--- config.mk ---
export PLATFORM = sky130hd
export DESIGN_NAME = scr1_mem_arbiter
export DESIGN_NICKNAME = d
export VERILOG_FILES = /design/src/rtl/scr1_arb_pkg.sv /design/src/rtl/scr1_arb_rr2.sv /design/src/rtl/scr1_mem_arbiter.sv
export SDC_FILE = /design/constraint.sdc
export NUM_CORES = 1
export LEC_CHECK = 0
export CAP_MARGIN = 20
export CORE_AREA = 2 2 107 109
export DETAILED_ROUTE_END_ITERATION = 8
export DIE_AREA = 0 0 109 111
export PLACE_DENSITY = 0.67
export SLEW_MARGIN = 20
export SYNTH_ARGS = -nofsm -noshare
export SYNTH_HDL_FRONTEND = slang
export SYNTH_SLANG_ARGS = --single-unit
export TNS_END_PERCENT = 1
--- constraint.sdc ---
create_clock -name clk -period 3.15 [get_ports clk]
set_input_delay 0.315 -clock clk [delete_from_list [all_inputs] [get_ports clk]]
set_output_delay 0.315 -clock clk [all_outputs]
set_load 0.05 [all_outputs]
--- src/rtl/scr1_arb_pkg.sv ---
// Shared types and memory-interface encodings for the SCR1 instruction/data memory arbiter.
package scr1_arb_pkg;

  typedef enum logic {
    IDLE = 1'b0,
    DATA = 1'b1
  } type_scr1_arb_fsm_e;

  typedef enum logic {
    IMEM = 1'b0,
    DMEM = 1'b1
  } type_scr1_arb_src_e;

  localparam logic       SCR1_MEM_CMD_RD      = 1'b0;
  localparam logic [1:0] SCR1_MEM_WIDTH_WORD  = 2'b10;
  localparam logic [1:0] SCR1_MEM_RESP_NOTRDY = 2'b00;
  localparam logic [1:0] SCR1_MEM_RESP_RDY_OK = 2'b01;
  localparam logic [1:0] SCR1_MEM_RESP_RDY_ER = 2'b10;

  function automatic type_scr1_arb_src_e scr1_arb_other(input type_scr1_arb_src_e src);
    return (src == IMEM) ? DMEM : IMEM;
  endfunction

endpackage

--- src/rtl/scr1_arb_rr2.sv ---
// Two-way grant generator: round-robin or fixed data-port priority, history updated only on accept.
module scr1_arb_rr2
  import scr1_arb_pkg::*;
#(
  parameter bit FIXED_PRIO = 1'b0
) (
  input  logic               clk,
  input  logic               rst,
  input  logic               req_imem,
  input  logic               req_dmem,
  input  logic               accept,
  output type_scr1_arb_src_e grant
);

  type_scr1_arb_src_e last_grant;

  always_comb begin
    grant = IMEM;
    if (req_dmem && !req_imem) begin
      grant = DMEM;
    end else if (req_dmem && req_imem) begin
      grant = FIXED_PRIO ? DMEM : scr1_arb_other(last_grant);
    end
  end

  // Reset history to DMEM so the instruction side wins the first tie.
  always_ff @(posedge clk) begin
    if (rst) begin
      last_grant <= DMEM;
    end else if (accept) begin
      last_grant <= grant;
    end
  end

endmodule

--- src/rtl/scr1_mem_arbiter.sv ---
// Shares one SCR1 memory port between the instruction and data ports, one transaction outstanding,
// zero-latency request mux and response routing to the transaction owner.
module scr1_mem_arbiter
  import scr1_arb_pkg::*;
#(
  parameter int SCR1_ARB_FIXED_PRIO = 0,
  parameter int SCR1_ARB_AWIDTH     = 32,
  parameter int SCR1_ARB_DWIDTH     = 32
) (
  input  logic                       clk,
  input  logic                       rst,
  input  logic                       imem_req,
  output logic                       imem_req_ack,
  input  logic [SCR1_ARB_AWIDTH-1:0] imem_addr,
  output logic [SCR1_ARB_DWIDTH-1:0] imem_rdata,
  output logic [1:0]                 imem_resp,
  input  logic                       dmem_req,
  output logic                       dmem_req_ack,
  input  logic                       dmem_cmd,
  input  logic [1:0]                 dmem_width,
  input  logic [SCR1_ARB_AWIDTH-1:0] dmem_addr,
  input  logic [SCR1_ARB_DWIDTH-1:0] dmem_wdata,
  output logic [SCR1_ARB_DWIDTH-1:0] dmem_rdata,
  output logic [1:0]                 dmem_resp,
  output logic                       mem_req,
  input  logic                       mem_req_ack,
  output logic                       mem_cmd,
  output logic [1:0]                 mem_width,
  output logic [SCR1_ARB_AWIDTH-1:0] mem_addr,
  output logic [SCR1_ARB_DWIDTH-1:0] mem_wdata,
  input  logic [SCR1_ARB_DWIDTH-1:0] mem_rdata,
  input  logic [1:0]                 mem_resp
);

  type_scr1_arb_fsm_e fsm;
  type_scr1_arb_src_e owner;
  type_scr1_arb_src_e grant;
  logic               open;
  logic               accept;
  logic               stray_ok;

  scr1_arb_rr2 #(
    .FIXED_PRIO (SCR1_ARB_FIXED_PRIO != 0)
  ) u_rr2 (
    .clk      (clk),
    .rst      (rst),
    .req_imem (imem_req),
    .req_dmem (dmem_req),
    .accept   (accept),
    .grant    (grant)
  );

  always_comb begin
    open   = !rst && ((fsm == IDLE) || (mem_resp == SCR1_MEM_RESP_RDY_OK));
    accept = open && (imem_req || dmem_req) && mem_req_ack;
  end

  always_comb begin
    mem_req      = open && (imem_req || dmem_req);
    imem_req_ack = accept && (grant == IMEM);
    dmem_req_ack = accept && (grant == DMEM);
    if (grant == DMEM) begin
      mem_cmd   = dmem_cmd;
      mem_width = dmem_width;
      mem_addr  = dmem_addr;
      mem_wdata = dmem_wdata;
    end else begin
      mem_cmd   = SCR1_MEM_CMD_RD;
      mem_width = SCR1_MEM_WIDTH_WORD;
      mem_addr  = imem_addr;
      mem_wdata = '0;
    end
  end

  always_comb begin
    imem_resp  = SCR1_MEM_RESP_NOTRDY;
    imem_rdata = '0;
    dmem_resp  = SCR1_MEM_RESP_NOTRDY;
    dmem_rdata = '0;
    if (!rst && (fsm == DATA)) begin
      if (owner == IMEM) begin
        imem_resp  = mem_resp;
        imem_rdata = mem_rdata;
      end else begin
        dmem_resp  = mem_resp;
        dmem_rdata = mem_rdata;
      end
    end
  end

  // A completing response reopens the window, so a new accept keeps DATA with no idle cycle.
  always_ff @(posedge clk) begin
    if (rst) begin
      fsm   <= IDLE;
      owner <= IMEM;
    end else begin
      case (fsm)
        IDLE: begin
          if (accept) begin
            fsm   <= DATA;
            owner <= grant;
          end
        end
        DATA: begin
          if (mem_resp == SCR1_MEM_RESP_RDY_OK) begin
            if (accept) begin
              owner <= grant;
            end else begin
              fsm <= IDLE;
            end
          end else if (mem_resp != SCR1_MEM_RESP_NOTRDY) begin
            fsm <= IDLE;
          end
        end
        default: fsm <= IDLE;
      endcase
    end
  end

  // A reset during DATA orphans one response; tolerate that single stray response in IDLE.
  always_ff @(posedge clk) begin
    if (rst) begin
      stray_ok <= stray_ok || (fsm == DATA);
    end else if ((fsm == IDLE) && (mem_resp != SCR1_MEM_RESP_NOTRDY)) begin
      stray_ok <= 1'b0;
    end
  end

  always_ff @(posedge clk) begin
    if (!rst) begin
      assert ((mem_resp == SCR1_MEM_RESP_NOTRDY) || (fsm == DATA) || stray_ok)
        else $error("scr1_mem_arbiter: mem_resp active while no transaction is outstanding");
      if (imem_req) begin
        assert (!$isunknown(imem_addr))
          else $error("scr1_mem_arbiter: unknown imem request fields");
      end
      if (dmem_req) begin
        assert (!$isunknown({dmem_cmd, dmem_width, dmem_addr, dmem_wdata}))
          else $error("scr1_mem_arbiter: unknown dmem request fields");
      end
    end
  end

endmodule

==> flow_metrics.tcl <==
set metrics [dict create \
    die_w_microns 109 \
    post_cts_buffers 0 \
    drc 0 \
    seq_area_sq_um 60.06 \
    setup_viol 0 \
    cts-root-buf "clkbuf_16" \
    hpwl_microns 8068 \
    synth_edf_count 0 \
    die_height_microns 111 \
    ant_nets 0 \
    overflow 0 \
    start_util_pct 11.45 \
    routed.top_layer "met4" \
    multiInputGateArea_sq_um 1129 \
    slew_headroom_pct 64.76 \
    grt_pass1_vias 2326 \
    period_needed_ns 2.635 \
    routed_wl_microns 9264 \
    fp.coreArea_sq_um 11080 \
    ys_ff_latch 3 \
    worstMarginPinSlew_ns 0.5269 \
    num-nets-final 579 \
    grt_pass1_wl_microns 13600 \
    synth_seq_area_share_pct 4.734 \
    cp-end-kind "primary output" \
    syn2layout_area_growth_pct 315.2 \
    cts_buffer_depth 2 \
    min_path_type "reg -> reg" \
    antennaDiodeCount 0 \
    power_density_nw_per_um2 214.0 \
    maxSlewViolCount 0 \
    routed_via_density 3.907 \
    synth_nets 311 \
    hold_violations 0 \
    drt_iter0_markers 88 \
    via_count 2278 \
    tns_ns 0 \
    power.leakage_uw 0.002212 \
    cp_max_fo 36 \
    wl_met3_microns 1112 \
    drive_gt1_share_pct 34.09 \
    required_ns 2.83 \
    syn_avg_cell_area_sq_um 7.334 \
    fmax_ghz 0.3795 \
    fp-row-count 39 \
    cts_tree "yes" \
    synth_area_sq_um 1269 \
    route.met2.wl_microns 4917 \
    cp.arrival_ns 2.32 \
    outcome "finished clean" \
    holdWs_ns 0.5091 \
    htree_levels 1 \
    synth_cell_types 18 \
    rsz0062_at_grt "false" \
    hold_buffers 0 \
    drt-pass1-iter-count 4 \
    startpoint_type "primary input" \
    antenna_found_initial 0 \
    layout_worst_path_cycle_share_pct 83.65 \
    syn_inst 173 \
    drv_cap 0 \
    grt_max_degree 37 \
    setup.worst_path.class "in -> out" \
    die_area_sq_um 12100 \
    grt_use_total_pct 14.58 \
    numPortBuffers 275 \
    yosysWarnings 0 \
    cts_buffers 3 \
    async_reset_ff_share_pct 0 \
    wl_met1_microns 3143 \
    clock_skew_ns 0.002891 \
    synth-main-ff-cell "dfxtp_1" \
    insertion_delay_ns 0.22 \
    cts.sinks 3 \
    ios 276 \
    ctsResizeCount 0 \
    gp_congestion 0.8274 \
    post_drt_wl_per_cell_microns 15.89 \
    clk_pin_slew_worst_paths_ns 0.03 \
    ir_worst_vdd_mv 0.1444 \
    fillCellCount 1019 \
]
==> layout make-up <==
type	instances	share of cell area [%]
multi-input cells	152	21.43
clock buffers	4	1.496
repair buffers	279	72.40
well taps	143	3.397
inverters	2	0.1425
flip-flops and latches	3	1.140
==> cell families after synthesis <==
group,after synthesis,share of synthesized area (%)
buf+inv,18,6.707
flops,3,4.734
simple gates,115,56.51
compound gates,3,2.071
mux,34,29.98
==> stage by stage <==
stage | worst slack [ns] | utilization, % | power, uW | area, sq um | cells
6_report | 0.5152 | 47.55 | 1127 | 5268 | 583
5_1_grt | 0.4044 | 47.55 | 1169 | 5268 | 583
4_1_cts | 0.5334 | 47.55 | 1138 | 5268 | 583
3_5_place_dp | 0.5336 | 46.84 | 930.3 | 5189 | 579
3_3_place_gp | 0.5872 | 46.84 | 923.6 | 5189 | 579
2_1_floorplan | 1.152 | - | 439.8 | 1269 | 173
==> registers in the layout (all words and copies together), names as in the netlist <==
name / count
fsm: 1
u_rr2.last_grant: 1
owner: 1
==> power breakdown <==
group          internal (uW)  switching [uW]
clock network            167            34.0
logic                    449             433
registers               41.3            2.90
total                    657             470
==> path summary, 6_finish.rpt <==
| path | from | end | slack, ns | cells past startpoint |
|---|---|---|---|---|
| setup / recovery | imem_req | mem_width[1] | 0.52 | 5 |
| hold / removal | owner | owner | 0.51 | 2 |
| setup reg to reg | u_rr2.last_grant | owner | 1.80 | 4 |
| hold reg to reg | owner | owner | 0.51 | 2 |
==> critical path, stage by stage <==
cell and delay [ns]:
clkdlybuf4s50_1 0.51, nand2_2 0.31, and2_1 0.31, nand2b_1 0.07, clkdlybuf4s50_1 0.80
==> Yosys cell counts (2+ instances only) <==
library cell,n,share of area (%)
and2_1,67,33
and3_1,34,17
mux2_2,32,28
clkbuf_1,10,3.0
nor2_1,5,1.5
buf_4,4,2.4
dfxtp_1,3,4.7
nand2b_1,3,1.5
and2_2,2,1.2
clkbuf_2,2,0.79
inv_1,2,0.59
mux2i_1,2,1.6
nand2_2,2,0.99
==> per-layer routing <==
| layer | global-route usage (%) | up-vias |
|---|---|---|
| met3 | 5.056 | 10 |
| li1 | - | 1114 |
| met2 | 27.16 | 139 |
| met1 | 15.94 | 1015 |
| met4 | 1.966 | 0 |
| met5 | 0 | - |
==> cell usage in the layout (no fill, tap or decap), drive strengths merged <==
master and n:
inv 2, a2111o 1, o31ai 1, nand2b 4
buf 107, clkdlybuf4s50 172, mux2 32, nor2 6
and3 34, a211oi 1, clkbuf 4, mux2i 2
nand2 2, dfxtp 3, and2 69
Note: power is estimated with default switching activity, not from simulation.
